## src/rtl/vga_sync_gen_if.sv

```systemverilog
`default_nettype none
// ============================================================================
// Module   : vga_sync_gen_if
// Brief    : Pixel interface between the VGA timing generator, the renderer
//            and the monitor pins.
// Revision : 1.0 - initial release
// ============================================================================

interface vga_sync_gen_if;
    logic [10:0] x;
    logic [10:0] y;
    logic        pix_en;
    logic        frame_start;
    logic [7:0]  rgb_in;
    logic        video_on;
    logic        hsync;
    logic        vsync;
    logic [7:0]  rgb_out;

    // Timing generator side
    modport master (
        input  rgb_in,
        output x, y, pix_en, frame_start, video_on, hsync, vsync, rgb_out
    );

    // Renderer / pin consumer side
    modport slave (
        output rgb_in,
        input  x, y, pix_en, frame_start, video_on, hsync, vsync, rgb_out
    );
endinterface

`default_nettype wire

```

## src/rtl/vga_sync_gen.sv

```systemverilog
`default_nettype none
// ============================================================================
// Module   : vga_sync_gen
// Brief    : VGA timing generator. Scans x/y, samples the renderer colour one
//            pixel later and drives rgb/hsync/vsync pins mutually aligned.
// Revision : 1.0 - initial release
// ============================================================================

module vga_sync_gen #(
    parameter int CLK_DIV   = 2,
    parameter int H_VISIBLE = 640,
    parameter int H_FRONT   = 16,
    parameter int H_SYNC    = 96,
    parameter int H_BACK    = 48,
    parameter int V_VISIBLE = 480,
    parameter int V_FRONT   = 10,
    parameter int V_SYNC    = 2,
    parameter int V_BACK    = 33
) (
    input  logic              clk,
    input  logic              rst_n,
    vga_sync_gen_if.master    bus
);

    localparam int c_h_total = H_VISIBLE + H_FRONT + H_SYNC + H_BACK;
    localparam int c_v_total = V_VISIBLE + V_FRONT + V_SYNC + V_BACK;
    localparam int c_div_w   = (CLK_DIV > 1) ? $clog2(CLK_DIV) : 1;

    localparam logic [c_div_w-1:0] c_div_last = c_div_w'(CLK_DIV - 1);
    localparam logic [10:0] c_x_last   = 11'(c_h_total - 1);
    localparam logic [10:0] c_y_last   = 11'(c_v_total - 1);
    localparam logic [10:0] c_h_vis    = 11'(H_VISIBLE);
    localparam logic [10:0] c_v_vis    = 11'(V_VISIBLE);
    localparam logic [10:0] c_hs_first = 11'(H_VISIBLE + H_FRONT);
    localparam logic [10:0] c_hs_last  = 11'(H_VISIBLE + H_FRONT + H_SYNC - 1);
    localparam logic [10:0] c_vs_first = 11'(V_VISIBLE + V_FRONT);
    localparam logic [10:0] c_vs_last  = 11'(V_VISIBLE + V_FRONT + V_SYNC - 1);

    logic [c_div_w-1:0] div_cnt_q, div_cnt_d;
    logic               pix_en_q, pix_en_d;
    logic [10:0]        x_q, x_d;
    logic [10:0]        y_q, y_d;
    logic               frame_start_q, frame_start_d;
    logic               video_on_q, video_on_d;
    logic               hsync_q, hsync_d;
    logic               vsync_q, vsync_d;
    logic [7:0]         rgb_out_q, rgb_out_d;

    logic               w_visible;
    logic               w_x_wrap;
    logic               w_y_wrap;

    assign w_visible = (x_q < c_h_vis) && (y_q < c_v_vis);
    assign w_x_wrap  = (x_q == c_x_last);
    assign w_y_wrap  = (y_q == c_y_last);

    always_comb begin
        div_cnt_d     = (div_cnt_q == c_div_last) ? '0 : div_cnt_q + 1'b1;
        // The strobe is a registered copy of the terminal count, so the
        // counters below move on the edge after it is seen high.
        pix_en_d      = (div_cnt_q == c_div_last);
        x_d           = x_q;
        y_d           = y_q;
        frame_start_d = 1'b0;
        video_on_d    = video_on_q;
        hsync_d       = hsync_q;
        vsync_d       = vsync_q;
        rgb_out_d     = rgb_out_q;

        if (pix_en_q) begin
            video_on_d = w_visible;
            rgb_out_d  = w_visible ? bus.rgb_in : 8'h00;
            hsync_d    = ~((x_q >= c_hs_first) && (x_q <= c_hs_last));
            vsync_d    = ~((y_q >= c_vs_first) && (y_q <= c_vs_last));

            if (w_x_wrap) begin
                x_d = '0;
                if (w_y_wrap) begin
                    y_d           = '0;
                    frame_start_d = 1'b1;
                end else begin
                    y_d = y_q + 11'd1;
                end
            end else begin
                x_d = x_q + 11'd1;
            end
        end
    end

    always_ff @(posedge clk or negedge rst_n) begin
        if (!rst_n) begin
            div_cnt_q     <= '0;
            pix_en_q      <= 1'b0;
            x_q           <= '0;
            y_q           <= '0;
            frame_start_q <= 1'b0;
            video_on_q    <= 1'b0;
            hsync_q       <= 1'b1;
            vsync_q       <= 1'b1;
            rgb_out_q     <= 8'h00;
        end else begin
            div_cnt_q     <= div_cnt_d;
            pix_en_q      <= pix_en_d;
            x_q           <= x_d;
            y_q           <= y_d;
            frame_start_q <= frame_start_d;
            video_on_q    <= video_on_d;
            hsync_q       <= hsync_d;
            vsync_q       <= vsync_d;
            rgb_out_q     <= rgb_out_d;
        end
    end

    assign bus.x           = x_q;
    assign bus.y           = y_q;
    assign bus.pix_en      = pix_en_q;
    assign bus.frame_start = frame_start_q;
    assign bus.video_on    = video_on_q;
    assign bus.hsync       = hsync_q;
    assign bus.vsync       = vsync_q;
    assign bus.rgb_out     = rgb_out_q;

endmodule

`default_nettype wire

```

## src/flat_wrapper.sv

```systemverilog
// flat-port wrapper written by rule: the top's interface ports become plain ports
module vga_sync_gen_flat 
#(
    parameter int CLK_DIV   = 2,
    parameter int H_VISIBLE = 640,
    parameter int H_FRONT   = 16,
    parameter int H_SYNC    = 96,
    parameter int H_BACK    = 48,
    parameter int V_VISIBLE = 480,
    parameter int V_FRONT   = 10,
    parameter int V_SYNC    = 2,
    parameter int V_BACK    = 33
)
  (clk, rst_n, bus_rgb_in, bus_x, bus_y, bus_pix_en, bus_frame_start, bus_video_on, bus_hsync, bus_vsync, bus_rgb_out);
  vga_sync_gen_if bus_i ();
  input  logic clk;
  input  logic rst_n;
  input wire logic [$bits(bus_i.rgb_in)-1:0] bus_rgb_in;
  output wire logic [$bits(bus_i.x)-1:0] bus_x;
  output wire logic [$bits(bus_i.y)-1:0] bus_y;
  output wire logic [$bits(bus_i.pix_en)-1:0] bus_pix_en;
  output wire logic [$bits(bus_i.frame_start)-1:0] bus_frame_start;
  output wire logic [$bits(bus_i.video_on)-1:0] bus_video_on;
  output wire logic [$bits(bus_i.hsync)-1:0] bus_hsync;
  output wire logic [$bits(bus_i.vsync)-1:0] bus_vsync;
  output wire logic [$bits(bus_i.rgb_out)-1:0] bus_rgb_out;
  assign bus_i.rgb_in = bus_rgb_in;
  assign bus_x = bus_i.x;
  assign bus_y = bus_i.y;
  assign bus_pix_en = bus_i.pix_en;
  assign bus_frame_start = bus_i.frame_start;
  assign bus_video_on = bus_i.video_on;
  assign bus_hsync = bus_i.hsync;
  assign bus_vsync = bus_i.vsync;
  assign bus_rgb_out = bus_i.rgb_out;
  vga_sync_gen #(.CLK_DIV(CLK_DIV), .H_VISIBLE(H_VISIBLE), .H_FRONT(H_FRONT), .H_SYNC(H_SYNC), .H_BACK(H_BACK), .V_VISIBLE(V_VISIBLE), .V_FRONT(V_FRONT), .V_SYNC(V_SYNC), .V_BACK(V_BACK)) u_core (.clk(clk), .rst_n(rst_n), .bus(bus_i));
endmodule
```

## config.mk

```make
export PLATFORM = sky130hd
export DESIGN_NAME = vga_sync_gen_flat
export DESIGN_NICKNAME = d
export VERILOG_FILES = /design/src/rtl/vga_sync_gen_if.sv /design/src/rtl/vga_sync_gen.sv /design/src/flat_wrapper.sv
export SDC_FILE = /design/constraint.sdc
export NUM_CORES = 1
export LEC_CHECK = 0
export ABC_AREA = 0
export CORE_ASPECT_RATIO = 1.75
export CORE_UTILIZATION = 42
export CTS_CLUSTER_SIZE = 12
export DETAILED_ROUTE_END_ITERATION = 16
export PLACE_DENSITY = 0.82
export SYNTH_ARGS = -nofsm -noshare
export SYNTH_HDL_FRONTEND = slang
export SYNTH_SLANG_ARGS = --single-unit
```

## constraint.sdc

```tcl
create_clock -name clk -period 3.6 [get_ports clk]
set_input_delay 0.36 -clock clk [delete_from_list [all_inputs] [get_ports clk]]
set_output_delay 0.36 -clock clk [all_outputs]
set_load 0.01 [all_outputs]
```

**After elaboration in Yosys (flattened, before gate mapping)**

Cells that the tools add are included.
W data, S select, Z words.

- Register bits: 36
- Output and inout port bits: 35
- Word-level logic and storage cells: 33

- Add/subtract/negate cells: 3
- Order comparisons: 6
- Equality and inequality tests: 2
- Multiplexer cells: 7
- Bitwise gates (word level): 2
- Reductions and logical operators: 4

Operators by type and width:

| kind | number |
|---|---|
| $add A11 B1 Y11 const B | 2 |
| $eq A11 B10 Y1 const B | 2 |
| $mux W11 | 2 |
| $ge A11 B10 Y1 const B | 1 |
| $ge A11 B9 Y1 const B | 1 |
| $le A11 B10 Y1 const B | 1 |
| $le A11 B9 Y1 const B | 1 |
| $lt A11 B10 Y1 const B | 1 |
| $lt A11 B9 Y1 const B | 1 |
| $mux W8 | 1 |
| $mux W1 | 4 |
| $logic_and A1 B1 Y1 | 3 |
| $not A1 Y1 | 2 |
| $reduce_and A2 Y1 | 1 |
| $add A1 B1 Y1 const B | 1 |

**Depth between registers and ports, before layout**

Gate-level depths: netlist of the first run.

- Depth after elaboration: 4
- Mapped depth: 7

**Least setup slack after synthesis of the first run**

Ideal clock, no wire load.

- Path kind: reg-to-reg
- From: register u_core.x_q[5], in the netlist u_core.bus.x[5]
- To: register u_core.y_q[4], in the netlist u_core.bus.y[4]
- Data arrival time: 2.120 ns
- Data required time: 3.517 ns
- Slack: 1.398 ns
- Stages on the path, launching flop included: 5
- Path buffers: 0
- Cells stage by stage: dfrtp_1 or4b_4 or4_4 or4_1 o21ai_0

- Cells in the longest elaborated chain, start to end: 2

RTL lines:

| what | RTL line | source |
|---|---|---|
| from (decl) | vga_sync_gen.sv:41 | `logic [10:0] x_q, x_d;` |
| from (signal assigned) | vga_sync_gen.sv:94 | `x_q <= '0;` |
| from (signal assigned) | vga_sync_gen.sv:104 | `x_q <= x_d;` |
| $eq A11 B10 Y1 | vga_sync_gen.sv:54 | `assign w_x_wrap = (x_q == c_x_last);` |
| $reduce_and A2 Y1 (no line) | -- |  |
| to (signal assigned) | vga_sync_gen.sv:105 | `y_q <= y_d;` |
| to (decl) | vga_sync_gen.sv:42 | `logic [10:0] y_q, y_d;` |

Every way passes these cells.
A chain may end at the register's enable or synchronous reset.

**Worst setup path after layout of the first run**

Ends and elaborated chain as after synthesis.

==> results of run 1 <==
==> power groups by stage <==
| stage | Clock (uW) | Combinational (uW) | Sequential (uW) |
|---|---|---|---|
| 6_report | 290 | 34.4 | 411 |
| 5_1_grt | 311 | 37.8 | 412 |
| 4_1_cts | 294 | 35.2 | 411 |
| 3_5_place_dp | 0 | 35.0 | 419 |
| 3_3_place_gp | 0 | 34.9 | 419 |
| 2_1_floorplan | 0 | 4.43 | 421 |
==> registers in the layout (all words and copies together), names as in the netlist <==
name	count
u_core.bus.vsync	1
u_core.bus.y	11
u_core.div_cnt_q	1
u_core.bus.video_on	1
u_core.bus.pix_en	1
u_core.bus.frame_start	1
u_core.bus.x	11
u_core.bus.rgb_out	8
u_core.bus.hsync	1
==> routing by layer <==
| layer | part of all wire (%) | GRT usage (%) | up-vias |
|---|---|---|---|
| li1 | - | - | 709 |
| met3 | 3.1 | 4.078 | 7 |
| met2 | 54 | 36.36 | 39 |
| met5 | 0 | 0 | - |
| met4 | 2.0 | 12.47 | 0 |
| met1 | 41 | 23.33 | 744 |
==> logic make-up after synthesis <==
kind of cell    count (synthesis)  synth area share, %
mux                             1               0.5909
compound gates                 39                15.51
flops                          36                53.32
simple gates                   64                20.38
fa+ha+maj                       3                2.216
xor+xnor                        8                4.136
buf+inv                        17                3.840
==> area by class of cell <==
cell class,count,area (um2),area share [%]
clock buffers,5,68.82,3.002
clock inverters,3,18.77,0.8188
inverters,12,45.04,1.965
multi-input cells,115,725.7,31.66
flip-flops and latches,36,903.4,39.41
well taps,48,60.06,2.620
repair buffers,48,470.5,20.52
==> path summary, 6_finish.rpt <==
| path | start | endpoint | slack (ps) | cells after the start |
|---|---|---|---|---|
| worst min-delay path | u_core.div_cnt_q | u_core.bus.pix_en | 390 | 0 |
| max in group asynchronous | rst_n | u_core.bus.vsync | 2780 | 2 |
| worst min register to register | u_core.div_cnt_q | u_core.bus.pix_en | 390 | 0 |
| min in group asynchronous | rst_n | u_core.bus.y[1] | 480 | 2 |
| worst max register to register | u_core.bus.x[5] | u_core.bus.y[4] | 1350 | 4 |
| worst max-delay path | u_core.bus.x[5] | u_core.bus.y[4] | 1350 | 4 |
==> synth_stat cells (2+ instances only) <==
| cell type | number | share of area (%) |
|---|---|---|
| sky130_fd_sc_hd__nand2b_1 | 2 | 0.74 |
| sky130_fd_sc_hd__or4_1 | 2 | 0.89 |
| sky130_fd_sc_hd__clkbuf_1 | 4 | 0.89 |
| sky130_fd_sc_hd__a21oi_1 | 6 | 1.8 |
| sky130_fd_sc_hd__nand4_1 | 4 | 1.5 |
| sky130_fd_sc_hd__o2bb2ai_1 | 2 | 1.0 |
| sky130_fd_sc_hd__a22o_1 | 12 | 6.2 |
| sky130_fd_sc_hd__or3_1 | 2 | 0.74 |
| sky130_fd_sc_hd__xor2_1 | 2 | 1.0 |
| sky130_fd_sc_hd__dfstp_2 | 2 | 3.1 |
| sky130_fd_sc_hd__xnor2_1 | 6 | 3.1 |
| sky130_fd_sc_hd__nor3_1 | 8 | 2.4 |
| sky130_fd_sc_hd__a21o_1 | 2 | 0.89 |
| sky130_fd_sc_hd__nand2_1 | 12 | 2.7 |
| sky130_fd_sc_hd__o21ai_0 | 13 | 3.8 |
| sky130_fd_sc_hd__dfrtp_1 | 34 | 50 |
| sky130_fd_sc_hd__nand3_1 | 8 | 2.4 |
| sky130_fd_sc_hd__nor4_1 | 10 | 3.7 |
| sky130_fd_sc_hd__nor2_1 | 10 | 2.2 |
| sky130_fd_sc_hd__inv_1 | 12 | 2.7 |
| sky130_fd_sc_hd__ha_1 | 3 | 2.2 |
==> critical path: stages (launching register included) <==
cell and delay, ps:
sky130_fd_sc_hd__dfrtp_1 460, sky130_fd_sc_hd__or4b_4 570, sky130_fd_sc_hd__or4_4 560, sky130_fd_sc_hd__or4_1 500, sky130_fd_sc_hd__o21ai_0 80
==> through the flow <==
| stage | setup slack (ps) | power, uW | util, % |
|---|---|---|---|
| floorplan | 1398 | 425.8 | - |
| global placement | 1386 | 453.8 | 57.02 |
| detailed placement | 1366 | 454.3 | 57.02 |
| CTS | 1361 | 740.3 | 59.29 |
| global route | 1258 | 760.7 | 59.29 |
| finish | 1354 | 735.4 | 59.29 |
==> report_table.html, run 1 <==
<table>
<tr><th>Metric</th><th>Value</th></tr>
<tr><th colspan="2">Timing</th></tr>
<tr><td>Final critical-path share of the clock period</td><td>62.40%</td></tr>
<tr><td>Smallest hold slack</td><td>388.6 ps</td></tr>
<tr><td>Setup-failing EPs final</td><td>0</td></tr>
<tr><td>Slew HR</td><td>61.52%</td></tr>
<tr><td>Unrepaired setup endpoints after global routing</td><td>false</td></tr>
<tr><td>Highest achievable clock rate</td><td>445.2 MHz</td></tr>
<tr><td>Number of endpoints with negative hold slack in the final report</td><td>0</td></tr>
<tr><td>Tmin final</td><td>2246 ps</td></tr>
<tr><td>Final-report max-slew violation count</td><td>0</td></tr>
<tr><td>Final Skew</td><td>7.896 ps</td></tr>
<tr><td>Sum of negative setup slack</td><td>0 ps</td></tr>
<tr><td>Transition at the pin with the smallest max-transition slack</td><td>569.7 ps</td></tr>
<tr><th colspan="2">Power</th></tr>
<tr><td>Share of total power in sequential cells</td><td>55.9%</td></tr>
<tr><td>Internal power</td><td>564.1 uW</td></tr>
<tr><td>VDD IR-drop max</td><td>235.4 uV</td></tr>
<tr><td>Switching part of the total power</td><td>23.30%</td></tr>
<tr><td>Clk pwr share</td><td>39.4%</td></tr>
<tr><td>Leakage power summed over all cells</td><td>0.0009145 uW</td></tr>
<tr><td>Switching component of the power</td><td>171.3 uW</td></tr>
<tr><td>Power per unit of standard cell area</td><td>320.8 nW/um2</td></tr>
<tr><td>Combinational cell fraction of total power</td><td>4.7%</td></tr>
<tr><th colspan="2">Floorplan</th></tr>
<tr><td>Die H</td><td>86.02 um</td></tr>
<tr><td>Rows</td><td>30</td></tr>
<tr><td>Starting Density</td><td>43.82%</td></tr>
<tr><td>Die area</td><td>4302 um2</td></tr>
<tr><td>Placeable core region</td><td>3866 um2</td></tr>
<tr><td>Die width</td><td>50.01 um</td></tr>
<tr><td>I/O pin count</td><td>45</td></tr>
<tr><th colspan="2">Route</th></tr>
<tr><td>Number of vias after detailed routing</td><td>1499</td></tr>
<tr><td>Iteration-0 DRC Markers</td><td>37</td></tr>
<tr><td>Router iterations before antenna repair</td><td>4</td></tr>
<tr><td>Number of nets with antenna violations after detailed routing</td><td>0</td></tr>
<tr><td>DR WL/cell</td><td>15.30 um</td></tr>
<tr><td>Wire length after detailed routing</td><td>4085 um</td></tr>
<tr><td>DRC Markers</td><td>0</td></tr>
<tr><td>Via density per instance</td><td>5.614</td></tr>
<tr><th colspan="2">Synth</th></tr>
<tr><td>Count of flip-flops with a built-in enable after synthesis</td><td>0</td></tr>
<tr><td>Synth cell types</td><td>33</td></tr>
<tr><td>Synthesized Nets</td><td>181</td></tr>
<tr><td>Average cell area after synthesis</td><td>10.08 um2</td></tr>
<tr><td>Sequential cell area fraction in the yosys report</td><td>53.32%</td></tr>
<tr><td>Mapped Area</td><td>1694 um2</td></tr>
<tr><td>Count of state elements after synthesis</td><td>36</td></tr>
<tr><td>Most used flip-flop cell after synthesis</td><td>sky130_fd_sc_hd__dfrtp_1</td></tr>
<tr><td>FFs w/ async S/R, synth</td><td>100.0%</td></tr>
<tr><td>YS warnings</td><td>0</td></tr>
<tr><td>Cells after Synth</td><td>168</td></tr>
<tr><th colspan="2">CTS</th></tr>
<tr><td>Number of buffers created by CTS</td><td>5</td></tr>
<tr><td>Clock latency reported for the late side of the worst-skew pair</td><td>300 ps</td></tr>
<tr><td>Register clock-pin slew on the reported worst setup and hold paths</td><td>80 ps</td></tr>
<tr><td>CTS H-tree lvls</td><td>2</td></tr>
<tr><td>Number of setup buffers added after CTS</td><td>0</td></tr>
<tr><td>Clock Tree Buf Depth</td><td>2</td></tr>
<tr><td># clock sinks</td><td>36</td></tr>
<tr><td>Quantity of hold-fixing buffers added after cts</td><td>0</td></tr>
<tr><td>Quantity of gates resized following cts</td><td>0</td></tr>
<tr><td>Clock tree from TritonCTS</td><td>built</td></tr>
<tr><td>CTS Root Buffer Type</td><td>sky130_fd_sc_hd__clkbuf_8</td></tr>
<tr><th colspan="2">GRT</th></tr>
<tr><td>Global-route wire length before repair</td><td>6817 um</td></tr>
<tr><td>Number of global-route vias before repair</td><td>1526</td></tr>
<tr><td>Global-route total usage across every layer</td><td>21.09%</td></tr>
<tr><td>Maximum number of pins on one net before global-route repair</td><td>37</td></tr>
<tr><td>Initial antenna violation count</td><td>0</td></tr>
<tr><td>Leftover overflow at the end of global routing</td><td>0</td></tr>
<tr><th colspan="2">Placement</th></tr>
<tr><td>Placed Instances</td><td>259</td></tr>
<tr><td>Number of buffers inserted by port buffering</td><td>44</td></tr>
<tr><td>Half-perimeter wire length of the detailed placement result</td><td>2945 um</td></tr>
<tr><td>Final weighted congestion in routability-driven placement</td><td>0.8621</td></tr>
<tr><td>Dpl cell area</td><td>2205 um2</td></tr>
<tr><th colspan="2">Final layout</th></tr>
<tr><td>Area growth syn-to-layout</td><td>35.30%</td></tr>
<tr><td>Antenna cells</td><td>0</td></tr>
<tr><td>Fin nets</td><td>231</td></tr>
<tr><td>Fraction of final layout cells with drive strength greater than 1</td><td>7.763%</td></tr>
<tr><td>FILL cells</td><td>336</td></tr>
<tr><td>Top library cells by usage in the layout, fill and taps aside</td><td>44 x sky130_fd_sc_hd__clkdlybuf4s50_1, 34 x sky130_fd_sc_hd__dfrtp_1, 13 x sky130_fd_sc_hd__o21ai_0</td></tr>
<tr><td>Post-route insts no fill</td><td>267</td></tr>
<tr><td>Most common library cell in the layout ignoring fill and taps</td><td>sky130_fd_sc_hd__clkdlybuf4s50_1</td></tr>
<tr><td>Layout Cell Area excl Fill</td><td>2292 um2</td></tr>
<tr><th colspan="2">Hold path</th></tr>
<tr><td>Hold Path Class</td><td>flop to flop</td></tr>
<tr><th colspan="2">Setup path</th></tr>
<tr><td>Startpoint type of the worst setup path</td><td>flop</td></tr>
<tr><td>Crit Path Max Fanout</td><td>9</td></tr>
<tr><td>Data arrival time of the critical path</td><td>2470 ps</td></tr>
<tr><td>Critical path start-end classification</td><td>flop to flop</td></tr>
<tr><td>Data required time at the worst endpoint</td><td>3820 ps</td></tr>
<tr><td>Kind of capture point of the worst setup path</td><td>flop</td></tr>
<tr><th colspan="2">Job</th></tr>
<tr><td>MaxCap Viol Count</td><td>0</td></tr>
<tr><th colspan="2">Run status</th></tr>
<tr><td>Run status</td><td>complete, no violations</td></tr>
</table>
Note: power is estimated with default switching activity, not from simulation.
==> run 2: changes to the inputs <==
==> constraint.sdc (replaced) <==
create_clock -name clk -period 2.3 [get_ports clk]
set_input_delay 0.23 -clock clk [delete_from_list [all_inputs] [get_ports clk]]
set_output_delay 0.23 -clock clk [all_outputs]
set_load 0.01 [all_outputs]
==> run 2 against run 1 <==
  * Core utilization increased by 1.1 points
  * Worst hold slack got worse by 39 ps
  * Clock skew decreased by 1.7 ps
  * Critical path depth unchanged
  * Non-clock buffer count increased by 4
  * Die area unchanged
  * Clock power increased by 61%
  * Combinational power increased by 56%
  * Critical endpoint unchanged
  * Largest power group unchanged
==> report_table.html, run 2 (synthesized netlist as in run 1, its figures left out) <==
<table>
<tr><th>Metric</th><th>Value</th></tr>
<tr><th colspan="2">Run status</th></tr>
<tr><td>Run status</td><td>complete, no violations (unchanged)</td></tr>
<tr><th colspan="2">Setup path</th></tr>
<tr><td>Kind of capture point of the worst setup path</td><td>flop (unchanged)</td></tr>
<tr><td>Startpoint type of the worst setup path</td><td>flop (unchanged)</td></tr>
<tr><td>Slowest stage delay, CP</td><td>570 ps (about the same)</td></tr>
<tr><td>Cells traversed along the worst timing path</td><td>or4b_4 &gt; or4_4 &gt; or4_1 &gt; o21ai_0 (unchanged)</td></tr>
<tr><td>Kind of cell with the highest combined delay on the critical path</td><td>simple AND/OR/NAND/NOR gates (unchanged)</td></tr>
<tr><td>Data arrival time of the critical path</td><td>2430 ps (was 2470 ps)</td></tr>
<tr><td>Slack of the worst reg-to-reg path</td><td>70 ps (was 1350 ps)</td></tr>
<tr><td>Critical path buffer and inverter count</td><td>0 (unchanged)</td></tr>
<tr><td>Worst-path cell with the longest stage delay</td><td>sky130_fd_sc_hd__or4b_4 (unchanged)</td></tr>
<tr><td>Crit Path Max Fanout</td><td>5 (was 9)</td></tr>
<tr><td>Data required time at the worst endpoint</td><td>2510 ps (was 3820 ps)</td></tr>
<tr><td>Critical path start-end classification</td><td>flop to flop (unchanged)</td></tr>
<tr><th colspan="2">Final layout</th></tr>
<tr><td>FF+latch area</td><td>903.4 um2 (unchanged)</td></tr>
<tr><td>Area growth syn-to-layout</td><td>37.81% (was 35.30%)</td></tr>
<tr><td>Area of the multi-input gates</td><td>732.0 um2 (was 725.7 um2)</td></tr>
<tr><td>Top library cells by usage in the layout, fill and taps aside</td><td>44 x sky130_fd_sc_hd__clkdlybuf4s50_1, 34 x sky130_fd_sc_hd__dfrtp_1, 13 x sky130_fd_sc_hd__o21ai_0 (unchanged)</td></tr>
<tr><td>Fin nets</td><td>235 (was 231)</td></tr>
<tr><td>Most common library cell in the layout ignoring fill and taps</td><td>sky130_fd_sc_hd__clkdlybuf4s50_1 (unchanged)</td></tr>
<tr><td>Fraction of final layout cells with drive strength greater than 1</td><td>9.417% (was 7.763%)</td></tr>
<tr><td>Antenna cells</td><td>0 (unchanged)</td></tr>
<tr><td>FILL cells</td><td>338 (was 336)</td></tr>
<tr><th colspan="2">GRT</th></tr>
<tr><td>Global-route wire length before repair</td><td>7010 um (was 6817 um)</td></tr>
<tr><td>Global-route total usage across every layer</td><td>21.64% (was 21.09%)</td></tr>
<tr><td>Initial antenna violation count</td><td>0 (unchanged)</td></tr>
<tr><td>Maximum number of pins on one net before global-route repair</td><td>37 (unchanged)</td></tr>
<tr><td>Leftover overflow at the end of global routing</td><td>0 (unchanged)</td></tr>
<tr><td>Number of global-route vias before repair</td><td>1489 (was 1526)</td></tr>
<tr><th colspan="2">Floorplan</th></tr>
<tr><td>Die area</td><td>4302 um2 (unchanged)</td></tr>
<tr><td>Die H</td><td>86.02 um (unchanged)</td></tr>
<tr><td>Placeable core region</td><td>3866 um2 (unchanged)</td></tr>
<tr><td>Die width</td><td>50.01 um (unchanged)</td></tr>
<tr><td>Starting Density</td><td>43.82% (unchanged)</td></tr>
<tr><td>I/O pin count</td><td>45 (unchanged)</td></tr>
<tr><td>Rows</td><td>30 (unchanged)</td></tr>
<tr><th colspan="2">Timing</th></tr>
<tr><td>Transition at the pin with the smallest max-transition slack</td><td>488.5 ps (was 569.7 ps)</td></tr>
<tr><td>Setup-failing EPs final</td><td>0 (unchanged)</td></tr>
<tr><td>Sum of negative setup slack</td><td>0 ps (unchanged)</td></tr>
<tr><td>Slew HR</td><td>67.01% (was 61.52%)</td></tr>
<tr><td>Setup ws final</td><td>74.79 ps (was 1354 ps)</td></tr>
<tr><td>Final-report max-slew violation count</td><td>0 (unchanged)</td></tr>
<tr><td>Final Skew</td><td>6.218 ps (was 7.896 ps)</td></tr>
<tr><td>Final critical-path share of the clock period</td><td>96.75% (was 62.40%)</td></tr>
<tr><td>Tmin final</td><td>2225 ps (was 2246 ps)</td></tr>
<tr><td>Number of endpoints with negative hold slack in the final report</td><td>0 (unchanged)</td></tr>
<tr><td>Highest achievable clock rate</td><td>449.4 MHz (was 445.2 MHz)</td></tr>
<tr><td>Unrepaired setup endpoints after global routing</td><td>false (unchanged)</td></tr>
<tr><th colspan="2">Route</th></tr>
<tr><td>Wire length after detailed routing</td><td>4200 um (was 4085 um)</td></tr>
<tr><td>Number of nets with antenna violations after detailed routing</td><td>0 (unchanged)</td></tr>
<tr><td>Router iterations before antenna repair</td><td>4 (unchanged)</td></tr>
<tr><td>DR WL/cell</td><td>15.50 um (was 15.30 um)</td></tr>
<tr><td>Via density per instance</td><td>5.738 (was 5.614)</td></tr>
<tr><td>DRC Markers</td><td>0 (unchanged)</td></tr>
<tr><td>Number of vias after detailed routing</td><td>1555 (was 1499)</td></tr>
<tr><td>Iteration-0 DRC Markers</td><td>52 (was 37)</td></tr>
<tr><th colspan="2">CTS</th></tr>
<tr><td>Register clock-pin slew on the reported worst setup and hold paths</td><td>70 ps (was 80 ps)</td></tr>
<tr><td>Clock Tree Buf Depth</td><td>2 (unchanged)</td></tr>
<tr><td>Clock latency reported for the late side of the worst-skew pair</td><td>290 ps (was 300 ps)</td></tr>
<tr><td>Number of buffers created by CTS</td><td>5 (unchanged)</td></tr>
<tr><td>CTS Root Buffer Type</td><td>sky130_fd_sc_hd__clkbuf_8 (unchanged)</td></tr>
<tr><td># clock sinks</td><td>36 (unchanged)</td></tr>
<tr><td>CTS H-tree lvls</td><td>2 (unchanged)</td></tr>
<tr><td>Clock tree from TritonCTS</td><td>built (unchanged)</td></tr>
<tr><th colspan="2">Job</th></tr>
<tr><td>MaxCap Viol Count</td><td>0 (unchanged)</td></tr>
<tr><th colspan="2">Placement</th></tr>
<tr><td>Number of buffers inserted by port buffering</td><td>44 (unchanged)</td></tr>
<tr><td>Half-perimeter wire length of the detailed placement result</td><td>3062 um (was 2945 um)</td></tr>
<tr><td>Worst Setup Slack post-DPL</td><td>44.75 ps (was 1366 ps)</td></tr>
<tr><td>Final weighted congestion in routability-driven placement</td><td>0.9200 (was 0.8621)</td></tr>
<tr><th colspan="2">Hold path</th></tr>
<tr><td>Hold Path Class</td><td>input port to async pin (was flop to flop)</td></tr>
<tr><th colspan="2">Power</th></tr>
<tr><td>Leakage power summed over all cells</td><td>0.0009317 uW (was 0.0009145 uW)</td></tr>
<tr><td>VDD IR-drop max</td><td>443.0 uV (was 235.4 uV)</td></tr>
<tr><td>Power per unit of standard cell area</td><td>499.4 nW/um2 (was 320.8 nW/um2)</td></tr>
</table>
run 2: changes by cell type in the layout (fill, tap and decap cells not counted):
cell / previous run / this run
sky130_fd_sc_hd__buf_4: 4 / 8
sky130_fd_sc_hd__clkinv_4: 1 / 0
sky130_fd_sc_hd__nor4_2: 0 / 1
sky130_fd_sc_hd__clkbuf_8: 5 / 6
sky130_fd_sc_hd__clkinv_2: 2 / 0
sky130_fd_sc_hd__nor4_1: 10 / 9
sky130_fd_sc_hd__clkbuf_1: 0 / 1
sky130_fd_sc_hd__clkinvlp_4: 0 / 1
run 2: metrics by stage:
step                area, um2  util [%]  std cells  hold WS, ps  power [uW]
detailed placement       2235     57.80        263        363.5       711.5
finish                   2335     60.39        271        349.4        1166
floorplan                1694         -        168       -65.59       666.4
global placement         2235     57.80        263        363.1       710.3
global route             2335     60.39        271        390.5        1204
CTS                      2328     60.23        271        372.5        1174
run 2: worst paths after layout:
kind / start / endpoint / cells past startpoint
setup / recovery: u_core.bus.x[6] / u_core.bus.y[4] / 4
hold / removal: rst_n / u_core.bus.x[8] / 2
setup reg to reg: u_core.bus.x[6] / u_core.bus.y[4] / 4
hold reg to reg: u_core.div_cnt_q / u_core.bus.pix_en / 0
max in group asynchronous: rst_n / u_core.bus.vsync / 2
min in group clk: u_core.div_cnt_q / u_core.bus.pix_en / 0
run 2: cell type report:
class	instances	area share, %
Timing Repair Buffer	52	21.44
Tap cell	48	2.572
Sequential cell	36	38.69
Inverter	12	1.929
Multi-Input combinational cell	115	31.35
Clock buffer	7	3.698
Clock inverter	1	0.3215
run 2: what timing repair did:
item	in CTS	in global routing
endpoints found under the setup margin	0	3
gates resized for setup	0	1
hold buffers	0	0
setup buffers	0	0
run 2: power by group:
group          switching (uW)  internal [uW]
sequential               3.96            640
clock                     225            243
combinational            21.6           32.1
total                     250            916
run 2: metal layers:
metal / part of all wire [%] / track usage (%) / wire length, um / vias to the layer above
li1: - / - / - / 723
met1: 40 / 24.83 / 1699 / 761
met2: 53 / 36.73 / 2210 / 60
met3: 3.9 / 3.546 / 165 / 11
met4: 3.0 / 12.99 / 124 / 0
met5: 0 / 0 / 0 / -
